$ cat config.mk
export PLATFORM = sky130hd
export DESIGN_NAME = mem_port_arbiter
export DESIGN_NICKNAME = d
export VERILOG_FILES = /design/src/rtl/mem_port_arbiter.sv
export SDC_FILE = /design/constraint.sdc
export NUM_CORES = 1
export LEC_CHECK = 0
export ABC_AREA = 1
export BUFFER_PORTS_ARGS = -buffer_cell sky130_fd_sc_hd__buf_2
export CAP_MARGIN = 15
export CELL_PAD_IN_SITES_DETAIL_PLACEMENT = 1
export CELL_PAD_IN_SITES_GLOBAL_PLACEMENT = 2
export CORE_UTILIZATION = 22
export DETAILED_ROUTE_END_ITERATION = 10
export PLACE_DENSITY_LB_ADDON = 0.1
export SLEW_MARGIN = 20
export SYNTH_ARGS = -nofsm -noshare
export SYNTH_HDL_FRONTEND = slang
export SYNTH_SLANG_ARGS = --single-unit
$ cat constraint.sdc
create_clock -name clk -period 1.5 [get_ports clk]
set_input_delay 0.45 -clock clk [delete_from_list [all_inputs] [get_ports clk]]
set_output_delay 0.45 -clock clk [all_outputs]
set_load 0.02 [all_outputs]
$ cat src/rtl/mem_port_arbiter.sv
// mem_port_arbiter: shares one fixed-latency memory between the core and a
// DMA/loader port. Each access walks IDLE -> ACCESS -> WAIT (LAT cycles) -> DONE.
// Build option: define ARB_ROUND_ROBIN_EN for round-robin tie-breaking;
// leave it undefined for fixed priority with the core winning every tie.
`timescale 1ns/1ps

module mem_port_arbiter #(
    parameter int AW  = 32,
    parameter int DW  = 32,
    parameter int LAT = 2
) (
    input  logic          clk,
    input  logic          rst,
    // core requester
    input  logic          core_req,
    input  logic          core_we,
    input  logic [AW-1:0] core_addr,
    input  logic [DW-1:0] core_wdata,
    output logic          core_gnt,
    output logic          core_done,
    output logic [DW-1:0] core_rdata,
    // DMA / loader requester
    input  logic          dma_req,
    input  logic          dma_we,
    input  logic [AW-1:0] dma_addr,
    input  logic [DW-1:0] dma_wdata,
    output logic          dma_gnt,
    output logic          dma_done,
    output logic [DW-1:0] dma_rdata,
    // memory macro
    output logic          mem_en,
    output logic          mem_we,
    output logic [AW-1:0] mem_addr,
    output logic [DW-1:0] mem_wdata,
    input  logic [DW-1:0] mem_rdata,
    output logic          busy
);

    localparam int CW = $clog2(LAT + 1);

    // owner / last_owner encoding: 0 = core, 1 = DMA
    localparam logic OWN_CORE = 1'b0;
    localparam logic OWN_DMA  = 1'b1;

    typedef enum logic [1:0] {
        S_IDLE   = 2'd0,
        S_ACCESS = 2'd1,
        S_WAIT   = 2'd2,
        S_DONE   = 2'd3
    } state_t;

    state_t        r_state;
    state_t        w_next;
    logic          r_owner;
    logic          r_last_owner;
    logic [CW-1:0] r_cnt;
    logic          r_mem_we;
    logic [AW-1:0] r_mem_addr;
    logic [DW-1:0] r_mem_wdata;
    logic [DW-1:0] r_core_rdata;
    logic [DW-1:0] r_dma_rdata;

    logic          w_start;
    logic          w_pick_dma;
    logic          w_last_wait;

    // A new access starts only from IDLE; requests elsewhere simply wait.
    assign w_start     = (r_state == S_IDLE) && (core_req || dma_req);
    assign w_last_wait = (r_state == S_WAIT) && (r_cnt == CW'(1));

`ifdef ARB_ROUND_ROBIN_EN
    // Round robin: on a tie the port that did not win last time goes next.
    assign w_pick_dma = dma_req && (!core_req || (r_last_owner == OWN_CORE));
`else
    // Fixed priority: DMA only wins when the core is not asking.
    assign w_pick_dma = dma_req && !core_req;

    // last_owner is kept up to date so both builds share state, but only
    // the round-robin build looks at it.
    logic w_unused_last_owner;
    assign w_unused_last_owner = r_last_owner;
`endif

    // State register.
    always_ff @(posedge clk or negedge rst) begin
        if (!rst) begin
            r_state <= S_IDLE;
        end else begin
            r_state <= w_next;
        end
    end

    // Next-state logic.
    always_comb begin
        w_next = r_state;
        case (r_state)
            S_IDLE:   if (w_start) w_next = S_ACCESS;
            S_ACCESS: w_next = S_WAIT;
            S_WAIT:   if (w_last_wait) w_next = S_DONE;
            S_DONE:   w_next = S_IDLE;
            default:  w_next = S_IDLE;
        endcase
    end

    // Outputs decoded from state and the registered owner.
    always_comb begin
        mem_en    = 1'b0;
        core_gnt  = 1'b0;
        dma_gnt   = 1'b0;
        core_done = 1'b0;
        dma_done  = 1'b0;
        busy      = (r_state != S_IDLE);
        case (r_state)
            S_ACCESS: begin
                mem_en   = 1'b1;
                core_gnt = (r_owner == OWN_CORE);
                dma_gnt  = (r_owner == OWN_DMA);
            end
            S_DONE: begin
                core_done = (r_owner == OWN_CORE);
                dma_done  = (r_owner == OWN_DMA);
            end
            default: ;
        endcase
    end

    // WAIT down-counter: loaded with LAT on entry, leaves WAIT when it hits 1.
    always_ff @(posedge clk or negedge rst) begin
        if (!rst) begin
            r_cnt <= '0;
        end else if (r_state == S_ACCESS) begin
            r_cnt <= CW'(LAT);
        end else if (r_state == S_WAIT) begin
            r_cnt <= r_cnt - CW'(1);
        end
    end

    // Latch the winner's command at the IDLE edge; held for the whole access.
    always_ff @(posedge clk or negedge rst) begin
        if (!rst) begin
            r_owner      <= OWN_CORE;
            r_last_owner <= OWN_DMA;
            r_mem_we     <= 1'b0;
            r_mem_addr   <= '0;
            r_mem_wdata  <= '0;
        end else if (w_start) begin
            r_owner      <= w_pick_dma;
            r_last_owner <= w_pick_dma;
            r_mem_we     <= w_pick_dma ? dma_we    : core_we;
            r_mem_addr   <= w_pick_dma ? dma_addr  : core_addr;
            r_mem_wdata  <= w_pick_dma ? dma_wdata : core_wdata;
        end
    end

    // Read data lands on the last WAIT edge; writes leave rdata untouched.
    always_ff @(posedge clk or negedge rst) begin
        if (!rst) begin
            r_core_rdata <= '0;
            r_dma_rdata  <= '0;
        end else if (w_last_wait && !r_mem_we) begin
            if (r_owner == OWN_DMA) begin
                r_dma_rdata <= mem_rdata;
            end else begin
                r_core_rdata <= mem_rdata;
            end
        end
    end

    assign mem_we     = r_mem_we;
    assign mem_addr   = r_mem_addr;
    assign mem_wdata  = r_mem_wdata;
    assign core_rdata = r_core_rdata;
    assign dma_rdata  = r_dma_rdata;

endmodule

==> impl_results.md <==
- Status: finished with violations
- Failing checks: negative setup slack
- Initial antenna violation count: 3
- Die Wd: 174.1 um
- DR vias: 6,854
- Sink Count: 134
- Largest delay contributor family on the critical path: flip-flops
- Leak pwr: 5.793 nW
- WP data arrival: 1390 ps
- DRC: 0
- Setup crit start: r_state[0]
- Hold Crit Start: mem_rdata[14]
- Type of the worst min-delay path: in2reg
- Total wire length: 27.63 mm
- Routed Antenna Nets: 0
- Post-synth top flop: dfrtp_1
- Most area-hungry cell type in the Yosys netlist: dfrtp_1
- CP bufs+invs: 3
- Min Hold Slack: 275.4 ps
- Routed vias/inst: 4.262
- Die Ht: 174.1 um
- R2R setup slack: -100 ps
- DP HPWL: 17.30 mm
- Critical Path, Cell by Cell: buf_6 -> ha_4 -> inv_4 -> nor2_2 -> buf_6
- RR Startpoint: r_state[0]
- CP startpoint kind: register
- Setup_tns: -6357 ps
- Netlist cell types: 14
- Ys async rst share: 1.000
- Largest net degree at the start of global routing: 44
- Final period utilization: 1.226
- Crit Path Max Fanout: 4
- Worst Skew: 11.71 ps
- Maxcap violations: 0
- Mapped Area: 6512 um^2
- Area grow syn2layout: 56.71%
- Fin. max-slew vios: 0
- Worst-case clock buffer depth: 2
- Power Dens Cells: 2060 nW/um^2
- Post-synth top area share: 0.5149
- Final worst setup slack: -338.6 ps
- Critical path's most frequent cell: buf_6
- CP Class: reg2out
- Critical path capture point type: primary output
- Ys Warns: 0
- Synthesis-stage register bit count: 134
- Peak VDD IR: 0.7464 mV
- Global route overflow: 0
- Rows: 62
- Synth cell count leaders: 337 x nand2_1, 196 x nand3_1, 141 x inv_1
- IO Port Bufs: 300
- CP max stage delay: 440 ps
- Initial core utilization: 0.2251
- Reg clk slew, reported paths: 70 ps
- DRT iter0 DRCs: 266
- Fmax: 543.9 MHz
- All-Layer GR Usage: 0.1848
- Share of cells above drive strength 1: 0.3713
- Final GP Congestion: 0.7366
- Crit path time final: 1839 ps
- Worst Max-Slew Pin Slew: 444.7 ps
- Core ar.: 28,940 um^2
- Vias in the first global route: 7,308
- Hold Path End: core_rdata[14]
- Die ar.: 30,300 um^2
- Htree depth: 4
- Worst r2r path cells: 9
- Mean Syn Cell Area: 7.392 um^2
- Worst-Skew Late Latency: 420 ps
- Mapped Nets: 1,053
- Top cells by area, synth: dfrtp_1 51%, nand2_1 19%, nand3_1 15%
- Routed wire length per instance: 17.18 um
- Stages on the worst setup path: 5
- Register area share after synthesis: 0.5149
- WP data required: 1050 ps
- Layout Nets: 1,379
- Number of CTS-inserted buffers: 17
- Worst path slowest cell: dfrtp_2
- Drt pass-1 iters: 5
- Root buf cell: clkbuf_16
- Slew HR: 0.7035
- RSZ-0062 raised after global routing: yes
- Gate Count Post-Synth: 881
- Count of final hold-check violations: 0
- Most common cell in the synthesized netlist: nand2_1
- Post-synth EDFFs: 0
- IO Count: 301
- Worst Hold Depth: 3
- CTS tree: yes
- Finish-stage setup viols: 70
- First-pass GRT wire length: 42.72 mm
- FF-to-FF End: core_rdata[19]
how the worst max path moves through the flow:
stage                     end  slack (ps)
floorplan           core_done          -3
global placement       mem_we         -20
detailed placement     mem_we         -60
CTS                  core_gnt        -350
global route         core_gnt        -390
finish               core_gnt        -340
report_power, final:
| part | internal (mW) | switching, mW |
|---|---|---|
| registers | 5.44 | 1.01 |
| logic | 3.81 | 6.58 |
| clock network | 2.33 | 1.85 |
| total | 11.6 | 9.44 |
worst register-to-register path, cell delays in order, from the launching register on:
cell and delay [ps]:
dfrtp_2 440, inv_2 130, ha_4 170, nand2_4 50, nor2_4 140, buf_8 150, nand2_8 100, buf_16 190
nand2_1 70, nand2_1 60
cells in the final DEF, fill, tap and decap left out, types with 2 or more instances in the layout:
master and count:
buf_16 13, inv_1 136, buf_12 17, o21ai_0 3, nand3_2 39, nand2_8 2
inv_2 3, ha_1 2, ha_4 3, buf_6 12, nor2_1 2, a21oi_1 2
inv_6 6, buf_2 293, nand2_2 2, clkinv_4 3, dfrtp_1 133, buf_8 2
nand2_1 331, nand3_1 156, nand2_4 2, nor2_4 2, buf_4 22, inv_4 2
diode_2 4, clkbuf_16 19, clkinv_2 2
logic make-up (layout without fill, tap and decap cells):
logic type                 count (synthesis)  in the layout  share of synthesized area
adders and majority gates                  6              6                    0.01153
other                                      0              4                          0
AOI/OAI and AO/OA                          6              6                   0.004610
and+or+nand+nor                          539            539                     0.3487
buffers and inverters                    196            535                     0.1203
DFF                                      134            134                     0.5149
state kept, by name, summed over array words and instances, names as in the netlist:
name / cells
r_cnt: 2
mem_we: 1
mem_addr: 32
r_state: 2
mem_wdata: 32
dma_rdata: 32
core_rdata: 32
r_owner: 1
area by class of cell:
class / instances / area, um^2
Fill cell: 3570 / 18730
Sequential cell: 134 / 3354
Multi-Input combinational cell: 551 / 2705
Clock inverter: 14 / 137.6
Clock buffer: 18 / 429.2
Timing Repair Buffer: 362 / 2555
Tap cell: 384 / 480.5
Antenna cell: 4 / 10.01
Inverter: 141 / 534.3
what timing repair did:
| action | in CTS | in global routing |
|---|---|---|
| hold buffers | 1 | 0 |
| pin swaps | 4 | 3 |
| endpoints found under the setup margin | 133 | 125 |
| endpoints found under the hold margin | 17 | 0 |
| resized for setup | 88 | 11 |
| cloned | 13 | 2 |
| buffers inserted | 10 | 3 |
per-stage QoR:
step	setup slack (ps)	area [um^2]	utilization	std cells	total power [mW]
after CTS	-354.0	10070	0.3481	1599	21.07
after floorplan	-2.896	6518	-	881	11.65
after global routing	-390.8	10200	0.3525	1606	22.53
after global placement	-19.27	8703	0.3008	1543	15.43
after detailed placement	-57.70	8703	0.3008	1543	15.56
final	-338.6	10210	0.3527	1608	21.02
routing by layer:
layer	track usage	vias to the layer above	wire length, um
met4	0.05007	0	365
met2	0.3033	191	13180
met3	0.04834	23	1496
met1	0.2391	3284	12580
met5	0	-	0
li1	-	3356	-
(Power assumes the default switching activity.)
